**src/rtl/core_pkg.sv**
```systemverilog
// Shared definitions for the MIPS core back-end.
//   DATA_W / REG_W : datapath and register-index widths
//   REG_ZERO       : index of the hard-wired zero register
//   stage_t        : one pipeline-stage record {valid, we, load, dst, data}
//   reg_hit()      : does the ID instruction read register d (d != r0)?
package core_pkg;

  localparam int DATA_W = 32;
  localparam int REG_W  = 5;

  localparam logic [REG_W-1:0] REG_ZERO = '0;

  typedef struct packed {
    logic              valid;
    logic              we;
    logic              load;
    logic [REG_W-1:0]  dst;
    logic [DATA_W-1:0] data;
  } stage_t;

  // r0 is never a dependency, so a match on index 0 is never a hit.
  function automatic logic reg_hit(input logic             use_rs,
                                   input logic             use_rt,
                                   input logic [REG_W-1:0] rs,
                                   input logic [REG_W-1:0] rt,
                                   input logic [REG_W-1:0] d);
    return (d != REG_ZERO) && ((use_rs && (rs == d)) || (use_rt && (rt == d)));
  endfunction

endpackage

```
**src/rtl/hazard_detect.sv**
```systemverilog
// Purely combinational hazard logic for the front of the pipe.
// Inputs : EX fields (ex_valid/ex_we/ex_is_load/ex_dst), MEM stage fields
//          (m_valid/m_we/m_load/m_dst), ID source operands and mem_ready.
// Outputs: m_we_e       - MEM stage holds a real write to a non-zero register
//          freeze       - load in MEM still waiting on memory
//          mem_load_use - ID depends on a load still waiting in MEM
//          stall        - hold PC and IF/ID
//          bubble_ex    - load a NOP into ID/EX next edge
module hazard_detect
  import core_pkg::*;
(
  input  logic             ex_valid,
  input  logic             ex_we,
  input  logic             ex_is_load,
  input  logic [REG_W-1:0] ex_dst,
  input  logic             m_valid,
  input  logic             m_we,
  input  logic             m_load,
  input  logic [REG_W-1:0] m_dst,
  input  logic [REG_W-1:0] id_rs,
  input  logic [REG_W-1:0] id_rt,
  input  logic             id_use_rs,
  input  logic             id_use_rt,
  input  logic             mem_ready,
  output logic             m_we_e,
  output logic             freeze,
  output logic             mem_load_use,
  output logic             stall,
  output logic             bubble_ex
);

  logic ex_we_e;
  logic load_use;

  assign ex_we_e = ex_valid & ex_we & (ex_dst != REG_ZERO);
  assign m_we_e  = m_valid & m_we & (m_dst != REG_ZERO);

  assign freeze = m_valid & m_load & ~mem_ready;

  assign load_use = ex_valid & ex_is_load & ex_we_e &
                    reg_hit(id_use_rs, id_use_rt, id_rs, id_rt, ex_dst);

  // Always covered by freeze; kept only so the top can assert that.
  assign mem_load_use = m_load & m_we_e & ~mem_ready &
                        reg_hit(id_use_rs, id_use_rt, id_rs, id_rt, m_dst);

  assign stall = load_use | freeze;

  // While frozen, EX must keep its instruction rather than lose it to a bubble.
  assign bubble_ex = load_use & ~freeze;

endmodule

```
**src/rtl/mem_wb_pipe.sv**
```systemverilog
// EX/MEM and MEM/WB pipeline registers of the MIPS core.
// Inputs : clk, rst (sync, active-high), EX stage outputs (ex_*), ID source
//          operands (id_*), data memory response (mem_rdata/mem_ready).
// Outputs: MEM forwarding source (mem_dst/mem_we/mem_data), WB forwarding
//          source and regfile write port (wb_dst/wb_we/wb_data), and the
//          front-end controls stall / bubble_ex.
module mem_wb_pipe #(
  // Must match core_pkg: the MEM stage record is built from stage_t.
  parameter int DATA_W = core_pkg::DATA_W,
  parameter int REG_W  = core_pkg::REG_W
) (
  input  logic              clk,
  input  logic              rst,
  input  logic              ex_valid,
  input  logic              ex_we,
  input  logic              ex_is_load,
  input  logic [REG_W-1:0]  ex_dst,
  input  logic [DATA_W-1:0] ex_result,
  input  logic [REG_W-1:0]  id_rs,
  input  logic [REG_W-1:0]  id_rt,
  input  logic              id_use_rs,
  input  logic              id_use_rt,
  input  logic [DATA_W-1:0] mem_rdata,
  input  logic              mem_ready,
  output logic [REG_W-1:0]  mem_dst,
  output logic              mem_we,
  output logic [DATA_W-1:0] mem_data,
  output logic [REG_W-1:0]  wb_dst,
  output logic              wb_we,
  output logic [DATA_W-1:0] wb_data,
  output logic              stall,
  output logic              bubble_ex
);

  import core_pkg::stage_t;

  // MEM stage record
  stage_t            m_q;
  logic              m_valid;
  logic              m_we;
  logic              m_load;
  logic [REG_W-1:0]  m_dst;
  logic [DATA_W-1:0] m_res;

  // WB stage registers
  logic              w_we;
  logic [REG_W-1:0]  w_dst;
  logic [DATA_W-1:0] w_data;

  logic              m_we_e;
  logic              freeze;
  logic              mem_load_use;
  logic [DATA_W-1:0] m_value;

  assign m_valid = m_q.valid;
  assign m_we    = m_q.we;
  assign m_load  = m_q.load;
  assign m_dst   = m_q.dst;
  assign m_res   = m_q.data;

  // A load's value is whatever memory returns this cycle; everything else
  // carries the ALU result.
  assign m_value = m_load ? mem_rdata : m_res;

  hazard_detect u_hazard (
    .ex_valid     (ex_valid),
    .ex_we        (ex_we),
    .ex_is_load   (ex_is_load),
    .ex_dst       (ex_dst),
    .m_valid      (m_valid),
    .m_we         (m_we),
    .m_load       (m_load),
    .m_dst        (m_dst),
    .id_rs        (id_rs),
    .id_rt        (id_rt),
    .id_use_rs    (id_use_rs),
    .id_use_rt    (id_use_rt),
    .mem_ready    (mem_ready),
    .m_we_e       (m_we_e),
    .freeze       (freeze),
    .mem_load_use (mem_load_use),
    .stall        (stall),
    .bubble_ex    (bubble_ex)
  );

  always_ff @(posedge clk) begin
    if (rst) begin
      m_q    <= '0;
      w_we   <= 1'b0;
      w_dst  <= '0;
      w_data <= '0;
    end else if (freeze) begin
      // MEM waits on memory; WB receives a bubble but keeps its last
      // address/data so the regfile port does not toggle needlessly.
      w_we <= 1'b0;
    end else begin
      m_q.valid <= ex_valid;
      m_q.we    <= ex_we;
      m_q.load  <= ex_is_load;
      m_q.dst   <= ex_dst;
      m_q.data  <= ex_result;
      w_we      <= m_we_e;
      w_dst     <= m_dst;
      w_data    <= m_value;
    end
  end

  // A dependency on a waiting load must already be stalling the front end.
  always_ff @(posedge clk) begin
    if (!rst) begin
      assert (!mem_load_use || freeze);
    end
  end

  assign mem_dst  = m_dst;
  assign mem_data = m_value;
  // A load is only forwardable once its data has actually arrived.
  assign mem_we   = m_we_e & (~m_load | mem_ready);

  assign wb_dst  = w_dst;
  assign wb_we   = w_we;
  assign wb_data = w_data;

endmodule

```
**config.mk**
```make
export PLATFORM = sky130hd
export DESIGN_NAME = mem_wb_pipe
export DESIGN_NICKNAME = d
export VERILOG_FILES = /design/src/rtl/core_pkg.sv /design/src/rtl/hazard_detect.sv /design/src/rtl/mem_wb_pipe.sv
export SDC_FILE = /design/constraint.sdc
export NUM_CORES = 1
export LEC_CHECK = 0
export BUFFER_PORTS_ARGS = -buffer_cell sky130_fd_sc_hd__buf_4
export CORE_MARGIN = 2
export CORE_UTILIZATION = 41
export CTS_CLUSTER_SIZE = 8
export DETAILED_ROUTE_END_ITERATION = 10
export GPL_ROUTABILITY_DRIVEN = 0
export PLACE_DENSITY = 0.88
export SLEW_MARGIN = 20
export SYNTH_ARGS = -nofsm -noshare
export SYNTH_HDL_FRONTEND = slang
export SYNTH_SLANG_ARGS = --single-unit
```
**constraint.sdc**
```tcl
create_clock -name clk -period 1.21 [get_ports clk]
set_clock_uncertainty 0.05 [all_clocks]
set_input_delay 0.121 -clock clk [delete_from_list [all_inputs] [get_ports clk]]
set_output_delay 0.121 -clock clk [all_outputs]
set_load 0.02 [all_outputs]
```
==> key figures, run 1 <==
Outcome
  – Outcome: aborted with a tool error
  – Last stage: global routing (5_1_grt)
  – Halt Reason: [ERROR DPL-0038] Utilization greater than 100%, impossible to legalize

Placed design
  – DP Wirelength: slightly below 7 mm
  – Port buffer count: about 160
  – DP Cell Count: between 600 and 700
  – Pre-CTS setup slack: -0.3143 ns

Logic synthesis
  – Share of synthesized flip-flops with an asynchronous set or reset: 0%
  – Commonest register cell after synthesis: sky130_fd_sc_hd__dfxtp_1
  – Net Count, Synth: 481
  – Yosys warning count: 0
  – Mapped Cells: 394
  – Part of the Yosys area used for sequential elements: 48.30%
  – Ranking of synthesized cells by area: sky130_fd_sc_hd__dfxtp_1 (48%), sky130_fd_sc_hd__mux2_2 (11%), sky130_fd_sc_hd__nand2_1 (10%)
  – Top cells by count, synth: sky130_fd_sc_hd__nand2_1 (86), sky130_fd_sc_hd__dfxtp_1 (78), sky130_fd_sc_hd__nor2_1 (68)
  – Most instantiated library cell after synthesis: sky130_fd_sc_hd__nand2_1
  – #FFs+latches synth: 78
  – Count of cell types in the netlist: 23
  – Post-synthesis average cell area: a little over 8 sq um
  – Post-synthesis cell type with the largest combined area: sky130_fd_sc_hd__dfxtp_1
  – Number of enable flip-flop cells after synthesis: 0
  – Share of Yosys cell area claimed by the top area cell type: 48.30%
  – Netlist area before placement: 3233 sq um

Floorplan
  – Die X: 92.80 um
  – Floorplan die height: 92.80 um
  – Effective utilization at floorplan: 42.06%
  – Top-Level Pins: 165
  – Row count: 32

Clocking
  – Root buffer cell: sky130_fd_sc_hd__clkbuf_8
  – Max clock buf depth: 2
  – Number of clock sinks: around 80
  – Number of levels the H-tree was split into: 3
  – Number of clock buffers inserted by TritonCTS: 9

STA
  – Last worst endpoint in the global-route repair_timing: mem_we
  – Worst-path endpoint category: top-level output

Global routing
  – Maximum number of pins on one net before global-route repair: 79
[through the flow]
step	util (%)	cell area, sq um
after floorplan	-	3422
after global placement	62.39	4796
after detailed placement	62.39	4796
after CTS	90.90	6988
[logic make-up after synthesis]
kind of cell           after synthesis  share of synthesized area, %
flip-flops                          78                         48.30
buffers and inverters               31                         5.379
multiplexers                        32                         11.15
AND/OR/NAND/NOR                    195                         24.54
AO/OA/AOI/OAI                       48                         7.933
XOR/XNOR                            10                         2.709
[timing repair]
action                                  CTS
cloned                                   21
hold buffers                             33
endpoints found under the hold margin    33
pin swaps                                77
buffers inserted                         25
gates resized for setup                 228
endpoints found under the setup margin  111
==> inputs of run 2 (changes only) <==
- CORE_UTILIZATION: 41 -> 34
- CTS_CLUSTER_SIZE: 8 -> not set
- PLACE_DENSITY: 0.88 -> not set
- PLACE_DENSITY_LB_ADDON: not set -> 0.15
- clock period: 1.21 -> 1.6 ns (I/O delays scaled with it)
==> run 2 against run 1 <==
  * Synthesized area stayed put
  * Synthesized cell count did not move
  * The flow now finishes, with violations (negative setup slack)
==> key figures, run 2 <==
Logic synthesis
  – Yosys warning count: 0 (unchanged)
  – Mapped Cells: 394 (unchanged)
  – Post-synthesis cell type with the largest combined area: sky130_fd_sc_hd__dfxtp_1
  – Net Count, Synth: 481 (unchanged)
  – Most instantiated library cell after synthesis: sky130_fd_sc_hd__nand2_1
  – Commonest register cell after synthesis: sky130_fd_sc_hd__dfxtp_1
  – Ranking of synthesized cells by area: sky130_fd_sc_hd__dfxtp_1 (48%), sky130_fd_sc_hd__mux2_2 (11%), sky130_fd_sc_hd__nand2_1 (10%)
  – Count of cell types in the netlist: 23 (unchanged)
  – #FFs+latches synth: 78 (unchanged)
  – Share of synthesized flip-flops with an asynchronous set or reset: 0% (unchanged)
  – Post-synthesis average cell area: 8.206 sq um (unchanged)
  – Number of enable flip-flop cells after synthesis: 0 (unchanged)
  – Netlist area before placement: 3233 sq um (unchanged)
  – Part of the Yosys area used for sequential elements: 48.30% (unchanged)
  – Top cells by count, synth: sky130_fd_sc_hd__nand2_1 (86), sky130_fd_sc_hd__dfxtp_1 (78), sky130_fd_sc_hd__nor2_1 (68)
  – Share of Yosys cell area claimed by the top area cell type: 48.30% (unchanged)

Flow run
  – Maximum capacitance violations: 0

Floorplan
  – Top-Level Pins: 165 (unchanged)
  – Die X: 101.5 um (+9.4%)
  – Area of the core: 9240 sq um
  – Die Footprint: between 10000 and 15000 sq um
  – Effective utilization at floorplan: 34.99% (-7.1 points)
  – Floorplan die height: 101.5 um (+9.4%)
  – Row count: 35 (+9.4%)

Layout
  – Final nets: 654
  – Leading cell types in the layout, fill and taps excluded: sky130_fd_sc_hd__buf_4 (140), sky130_fd_sc_hd__nand2_1 (86), sky130_fd_sc_hd__dfxtp_1 (74)
  – Relative area change from synthesis to final layout: 66.87%
  – Fraction of final layout cells with drive strength greater than 1: 42.83%
  – Most common cell after layout, fill and taps aside: sky130_fd_sc_hd__buf_4
  – Antenna diodes: 0
  – Fraction of the core area covered by cells at the end of the flow: 58.39%

Detailed routing
  – Routed wire per std cell: between 10 and 15 um
  – Drt first pass iters: 4
  – Drt via density: about 4.6
  – Total number of vias: 3195
  – Overall routed net length: 9.580 mm
  – Number of DRC violations after detailed routing: 0
  – DRC violation total after the first TritonRoute iteration: 40
  – Number of antenna-violating nets in the routed design: 0

STA
  – Final cycle utilization of the critical path: 115.1%
  – Transition time at the pin with the least slew margin: 0.3156 ns
  – Tightest slew margin relative to the limit: approximately four fifths
  – Hold slack: 0.01757 ns
  – Count of pins over their slew limit: 0
  – Setup repair after global routing missed its margin: yes
  – Final setup violation count: 29
  – Minimum period implied by the final worst setup slack: between 1.5 and 2 ns
  – Final Hold Viols: 0
  – Fmax: 542.9 MHz
  – Fin worst setup slack: -0.2418 ns

Critical path
  – Kind of start point of the critical path: flop
  – Arrival time at the worst endpoint: 1.63 ns
  – Reg-to-reg critical path endpoint: wb_data[10]
  – Nature of the critical path endpoint: output pin
  – Critical register-to-register path startpoint: m_load
  – Required time at the endpoint of the critical path: 1.39 ns
  – Number of cells traversed by the worst register-to-register path: 6
  – Register-to-Register Setup Slack: between 0.1 and 0.15 ns
  – Crit path kind: flop to output pin
  – Peak fanout along the critical path: 3

Clocking
  – Clock-pin slew on the worst setup and hold paths: 0.08 ns
  – Skew-Pair Late Insertion Delay: 0.34 ns
  – Max clock buf depth: 2 (unchanged)
  – Number of clock buffers inserted by TritonCTS: 9 (unchanged)
  – CTS tree: yes
  – Number of clock sinks: 78 (unchanged)
  – Root buffer cell: sky130_fd_sc_hd__clkbuf_8
  – Number of levels the H-tree was split into: 3 (unchanged)

Worst hold path
  – Worst hold path endpoint: m_res[1]
  – Worst hold path startpoint: ex_result[1]
  – Hold Crit Depth: 3
  – Path type of the worst min-delay path: input pin to flop

Outcome
  – Failing checks: negative setup slack
  – Outcome: finished with violations

Pwr
  – Static leakage: 0.002558 uW
  – Worst vdd rail ir drop: roughly 0.00057 V
  – Areal power density over the cells: slightly above 900 nW/um^2

Placed design
  – Port buffer count: 164 (unchanged)
  – DP Wirelength: 6.296 mm (-7.9%)

Global routing
  – Global-route wire length before repair: 15.17 mm
  – Global-route usage over all layers: between 10% and 20%
  – Maximum number of pins on one net before global-route repair: 45
  – Vias in the first global route: between 3000 and 4000
  – Antenna violations before repair: 0
  – Global route overflow: 0
[run 2: worst max-delay path, stage by stage, from the launching register on]
cell and delay [ns]:
sky130_fd_sc_hd__dfxtp_2 0.34, sky130_fd_sc_hd__or4_4 0.53, sky130_fd_sc_hd__o211ai_1 0.21, sky130_fd_sc_hd__a21oi_1 0.06
sky130_fd_sc_hd__buf_4 0.16
[run 2: final cells by class]
cell class | count | area (sq um)
inverters | 1 | 3.754
fillers | 853 | 3845
multi-input cells | 285 | 1679
repair buffers | 192 | 1733
flip-flops and latches | 78 | 1569
clock buffers | 13 | 158.9
well taps | 129 | 161.4
clock inverters | 3 | 90.09
[run 2: power by group]
group | total, uW | switching, uW | internal, uW
Combinational | 1100 | 494 | 602
Clock | 1810 | 685 | 1120
Sequential | 2130 | 70.0 | 2060
Total | 5030 | 1250 | 3790
[run 2: timing repair]
item	4_1_cts	5_1_grt
endpoints found under the hold margin	5	0
gates cloned	4	0
hold buffers	5	0
setup buffers	8	4
gates resized for setup	75	10
endpoints found under the setup margin	34	47
pin swaps	3	3
[run 2: cell families (layout without fill, tap and decap cells)]
kind of cell	Yosys count	in the layout	synth area share (%)
and+or+nand+nor	195	195	24.54
DFF	78	78	48.30
AOI/OAI and AO/OA	48	48	7.933
muxes	32	32	11.15
buffers and inverters	31	209	5.379
xor gates and xnor gates	10	10	2.709
[run 2: per-stage QoR]
| stage | std cells | setup TNS (ns) | total power [uW] | setup slack [ns] | area, sq um |
|---|---|---|---|---|---|
| floorplan | 394 | 0 | 2629 | 0.01839 | 3233 |
| global placement | 666 | 0 | 3074 | 0.03849 | 4601 |
| detailed placement | 666 | 0 | 3084 | 0.06843 | 4601 |
| CTS | 699 | -3.140 | 5091 | -0.2756 | 5366 |
| global route | 701 | -3.166 | 5274 | -0.3142 | 5395 |
| finish | 701 | -1.826 | 5034 | -0.2418 | 5395 |
[run 2: worst max path at each step]
stage,start,to,slack [ns],cells past startpoint
3_5_place_dp,ex_dst[2],bubble_ex,0.07,6
2_1_floorplan,m_load,bubble_ex,0.02,5
6_report,mem_dst[0],mem_we,-0.24,4
5_1_grt,mem_dst[0],mem_we,-0.31,4
4_1_cts,mem_dst[3],mem_we,-0.28,4
3_3_place_gp,ex_dst[2],bubble_ex,0.04,6
[run 2: metal layers]
layer  wire (um)  vias to the layer above  GRT usage, %  share of wire [%]
met5           0                        -             0                  0
met4         150                        0         6.237                1.6
met3         689                       14         5.107                7.2
met2        4638                      104         31.02                 48
met1        4101                     1435         22.81                 43
li1            -                     1642             -                  -
Power figures use the tool's default switching activity.
